[src/rtl/io_input_reg.sv]
// rtl/io_input_reg.sv - synchronized input ports and debounced push-key status for the I/O window
module io_input_reg #(
   parameter int DB_CYCLES      = 4,
   parameter int DB_W           = 3,
   parameter bit KEY_ACTIVE_LOW = 1'b1
) (
   input  logic        io_clk,
   input  logic        clm,
   input  logic [31:0] addr,
   input  logic [31:0] datain,
   input  logic        read_io_enable,
   input  logic        write_io_enable,
   input  logic [31:0] in_port0,
   input  logic [31:0] in_port1,
   input  logic [3:0]  in_key,
   output logic [31:0] io_read_data,
   output logic        key_irq
);

   localparam logic [5:0]      SEL_PORT0 = 6'b110000;
   localparam logic [5:0]      SEL_PORT1 = 6'b110001;
   localparam logic [5:0]      SEL_KST   = 6'b110010;
   localparam logic [5:0]      SEL_LVL   = 6'b110011;
   localparam logic [DB_W-1:0] CNT_LAST  = DB_W'(DB_CYCLES - 1);

   logic [31:0]     p0_s1, p0_s2;
   logic [31:0]     p1_s1, p1_s2;
   logic [3:0]      key_raw, key_s1, key_s2;
   logic [3:0]      lvl;
   logic [DB_W-1:0] cnt [4];
   logic [3:0]      press;
   logic [3:0]      kst, kst_next, clr;
   logic [5:0]      sel;
   logic            rd_kst, wr_kst;
   logic [31:0]     rd_mux;
   logic            unused_bits;

   // Keys are normalised to 1 = pressed before entering the synchronizer
   assign key_raw = KEY_ACTIVE_LOW ? ~in_key : in_key;
   assign sel     = addr[7:2];
   assign unused_bits = ^{addr[31:8], addr[1:0], datain[31:4]};

   always_ff @(posedge io_clk) begin
      if (clm) begin
         p0_s1  <= '0;
         p0_s2  <= '0;
         p1_s1  <= '0;
         p1_s2  <= '0;
         key_s1 <= '0;
         key_s2 <= '0;
      end else begin
         p0_s1  <= in_port0;
         p0_s2  <= p0_s1;
         p1_s1  <= in_port1;
         p1_s2  <= p1_s1;
         key_s1 <= key_raw;
         key_s2 <= key_s1;
      end
   end

   always_ff @(posedge io_clk) begin
      if (clm) begin
         lvl <= '0;
         for (int k = 0; k < 4; k++) begin
            cnt[k] <= '0;
         end
      end else begin
         for (int k = 0; k < 4; k++) begin
            if (key_s2[k] == lvl[k]) begin
               cnt[k] <= '0;
            end else if (cnt[k] == CNT_LAST) begin
               lvl[k] <= key_s2[k];
               cnt[k] <= '0;
            end else begin
               cnt[k] <= cnt[k] + DB_W'(1);
            end
         end
      end
   end

   // A press is the cycle in which a debounced level is about to rise
   always_comb begin
      press = '0;
      for (int k = 0; k < 4; k++) begin
         press[k] = ~lvl[k] & key_s2[k] & (cnt[k] == CNT_LAST);
      end
   end

   assign rd_kst = read_io_enable  & (sel == SEL_KST);
   assign wr_kst = write_io_enable & (sel == SEL_KST);

   // Clears from read and write combine; a same-cycle press always survives
   always_comb begin
      clr      = ({4{rd_kst}} & kst) | ({4{wr_kst}} & datain[3:0]);
      kst_next = (kst & ~clr) | press;
   end

   always_comb begin
      rd_mux = '0;
      case (sel)
         SEL_PORT0: rd_mux = p0_s2;
         SEL_PORT1: rd_mux = p1_s2;
         SEL_KST:   rd_mux = {28'b0, kst};
         SEL_LVL:   rd_mux = {28'b0, lvl};
         default:   rd_mux = '0;
      endcase
   end

   always_ff @(posedge io_clk) begin
      if (clm) begin
         kst          <= '0;
         key_irq      <= 1'b0;
         io_read_data <= '0;
      end else begin
         kst          <= kst_next;
         key_irq      <= |kst_next;
         io_read_data <= read_io_enable ? rd_mux : 32'h0;
      end
   end

endmodule

[config.mk]
export PLATFORM = sky130hd
export DESIGN_NAME = io_input_reg
export DESIGN_NICKNAME = d
export VERILOG_FILES = /design/src/rtl/io_input_reg.sv
export SDC_FILE = /design/constraint.sdc
export NUM_CORES = 1
export LEC_CHECK = 0
export ABC_CLOCK_PERIOD_IN_PS = 2950
export BUFFER_PORTS_ARGS = -buffer_cell sky130_fd_sc_hd__buf_2
export CAP_MARGIN = 20
export CELL_PAD_IN_SITES_DETAIL_PLACEMENT = 0
export CELL_PAD_IN_SITES_GLOBAL_PLACEMENT = 1
export CORE_MARGIN = 2
export CORE_UTILIZATION = 44
export CTS_BUF_LIST = sky130_fd_sc_hd__clkbuf_8
export DETAILED_ROUTE_END_ITERATION = 16
export PLACE_DENSITY = 0.84
export SETUP_SLACK_MARGIN = 0.2
export SLEW_MARGIN = 15
export SYNTH_ARGS = -nofsm -noshare
export SYNTH_HDL_FRONTEND = slang
export SYNTH_SLANG_ARGS = --single-unit
[constraint.sdc]
create_clock -name io_clk -period 2.95 [get_ports io_clk]
set_input_delay 0.295 -clock io_clk [delete_from_list [all_inputs] [get_ports io_clk]]
set_output_delay 0.295 -clock io_clk [all_outputs]
set_load 0.005 [all_outputs]
==> metrics.yaml <==
outcome: "finished, final reports clean"
synth_seq_area_share: 0.671
num_vias: 3600
area_delta_synth_final_pct: 20.2
die_height_um: 119
yosys_most_used_dff: "dfxtp_1"
rr_worst_depth: 5
max_freq_mhz: 636
finalMaxSlewViolations: 0
grt_overflow: 0
initial_core_util: 0.445
power_density_mw_per_mm2: 654
layout.nets: 769
maxCapViolCount: 0
drive_above_1_share: 0.244
cts_tree: "done"
p_leak_uw: 0.00294
place.gp.congestion: 0.744
fin_skew_ns: 0.0119
die-area_mm2: 0.0142
path_common_cell: "ha_1"
dieWidth_um: 119
drc: 0
finalSetupTns_ns: 0
finalCritPeriodShare: 0.533
synth.distinct_cells: 24
grtUsageTotal: 0.144
rsz0062_at_grt: "no"
portBuffers: 114
io_pins: 169
worst-path-buf-inv: 0
rows: 42
dpl.hpwl_um: 6240
ys_ff_latch: 189
cts_resized: 0
avgViaCountPerCell: 4.44
cp_cell_sequence: "ha_1 > ha_1 > a22o_1 > a21oi_1 > a41oi_1"
tightest_slew_ns: 0.693
startpoint_type: "register"
async_reset_ff_frac: 0
clockBufferDepth: 2
hp-class: "in -> reg"
clkSinkCount: 189
antenna_found_initial: 0
path_class: "reg -> reg"
grt_pass1_wl_um: 16000
clk_pin_slew_ns: 0.10
post-place-ws_ns: 1.01
path_delay_family: "compound AO/OA/AOI/OAI gates"
drt_iter0_markers: 175
period_needed_ns: 1.57
insertedDiodeCount: 0
dp_cells: 774
setup_viol: 0
hold_end: "p0_s1[21]"
crit_fanout: 6
clock_latency_ns: 0.46
cpPeakStageDelay_ns: 0.41
numCtsBuffers: 17
drt_wl_total_um: 9600
yosys.area.top_type: "dfxtp_1"
synth_edf_count: 12
r2r-end: "key_irq"
min_from: "in_port0[21]"
hold_violations: 0
synthesis.instances: 497
hold_path_depth: 2
endpoint_kind: "register"
grt_max_degree: 158
utilization: 0.535
r2r-start: "cnt[1][0]"
final_common_cell: "dfxtp_1"
slowest_stage: "edfxtp_1"
setup_slack_ns: 1.38
cts_max_level: 4
ctsRootBufferMaster: "clkbuf_8"
worstPathArrival_ns: 1.89
slew_headroom: 0.537
layout_common_cells: "177 x dfxtp_1, 132 x nor2b_1, 113 x buf_2, 40 x nor2_1, 32 x a22oi_1"
drt-pass1-iter-count: 4
rrSetupSlack_ns: 1.38
finalPower_uw: 4580
syn-cell-area_mm2: 0.00582
stdcell_count: 810
ant_nets: 0
synth_top_area_share: 0.609
fillers: 1168
grt_pass1_vias: 3462
coreArea_mm2: 0.0131
yosys-top-cells-area: "dfxtp_1 61%, nor2b_1 14%, edfxtp_1 6.2%"
post_drt_wl_per_cell_um: 11.9
cp.required_ns: 3.27
syn_avg_cell_area_um2: 11.7
ys_warn_count: 0
irDropWorstVdd_mv: 0.414
layout make-up:
type                            count  area, um^2  share of cell area
Sequential cell                   189        3900               0.558
Tap cell                          176         220              0.0315
Clock inverter                     15         169              0.0242
Timing Repair Buffer              122         656              0.0937
Multi-Input combinational cell    279        1770               0.253
Inverter                           12        45.0             0.00644
Clock buffer                       17         234              0.0335
logic make-up (layout without fill, tap and decap cells):
| kind of cell | Yosys count | count (layout) | share of synthesized area |
|---|---|---|---|
| and+or+nand+nor | 194 | 194 | 0.195 |
| buffers and inverters | 40 | 166 | 0.0329 |
| adders and majority gates | 12 | 12 | 0.0258 |
| DFF | 189 | 189 | 0.671 |
| muxes | 4 | 4 | 0.00774 |
| other | 1 | 12 | 0.000644 |
| AOI/OAI and AO/OA | 57 | 57 | 0.0669 |
flip-flops by register name, summed over array words and instances, names as in the netlist:
register,cells
cnt,12
key_irq,1
p1_s2,32
io_read_data,32
p1_s1,32
key_s2,4
kst,4
p0_s2,32
key_s1,4
p0_s1,32
lvl,4
Yosys cell counts (2+ instances only):
cell      count
a21oi_1      16
dfxtp_1     177
nand2_1       4
inv_1        12
mux2_2        4
buf_4         3
edfxtp_1     12
nor2_1       40
nor4b_1       4
a22oi_1      32
buf_6         4
ha_1         12
nor2b_1     132
clkbuf_1     21
a31oi_1       4
nand3b_1      2
a22o_1        4
nor4_1        8
through the flow:
stage	instance area, um^2	hold slack (ns)
detailed placement	6550	0.421
finish	6990	0.0404
CTS	6990	0.00974
global route	6990	0.0126
global placement	6550	0.417
floorplan	5860	0.362
per-layer routing:
layer	vias to the layer above	track usage	wire length (um)
met5	-	0	0
met4	0	0.0744	244
met3	20	0.0412	418
met2	79	0.241	4710
met1	1637	0.169	4240
li1	1864	-	-
worst max-delay path by stage:
stage / from / depth (start not counted) / slack [ns] / to
after floorplan: cnt[0][0] / 5 / 1.53 / key_irq
after global placement: addr[4] / 5 / 1.02 / io_read_data[0]
after detailed placement: addr[4] / 5 / 1.01 / io_read_data[0]
after CTS: cnt[1][0] / 5 / 1.35 / key_irq
after global routing: cnt[2][0] / 5 / 1.21 / key_irq
final: cnt[1][0] / 5 / 1.38 / key_irq
power by group:
| part | internal [uW] | total (uW) | switching (uW) | leakage, uW |
|---|---|---|---|---|
| sequential | 2670 | 2690 | 21.9 | 0.00158 |
| combinational | 102 | 189 | 86.3 | 0.00116 |
| clock | 778 | 1700 | 917 | 0.000205 |
| total | 3550 | 4580 | 1030 | 0.00294 |
timing repair:
item | in CTS | in global routing
buffers inserted | 0 | 0
hold buffers | 4 | 0
hold endpoints to repair | 4 | 0
(Power assumes the default switching activity.)
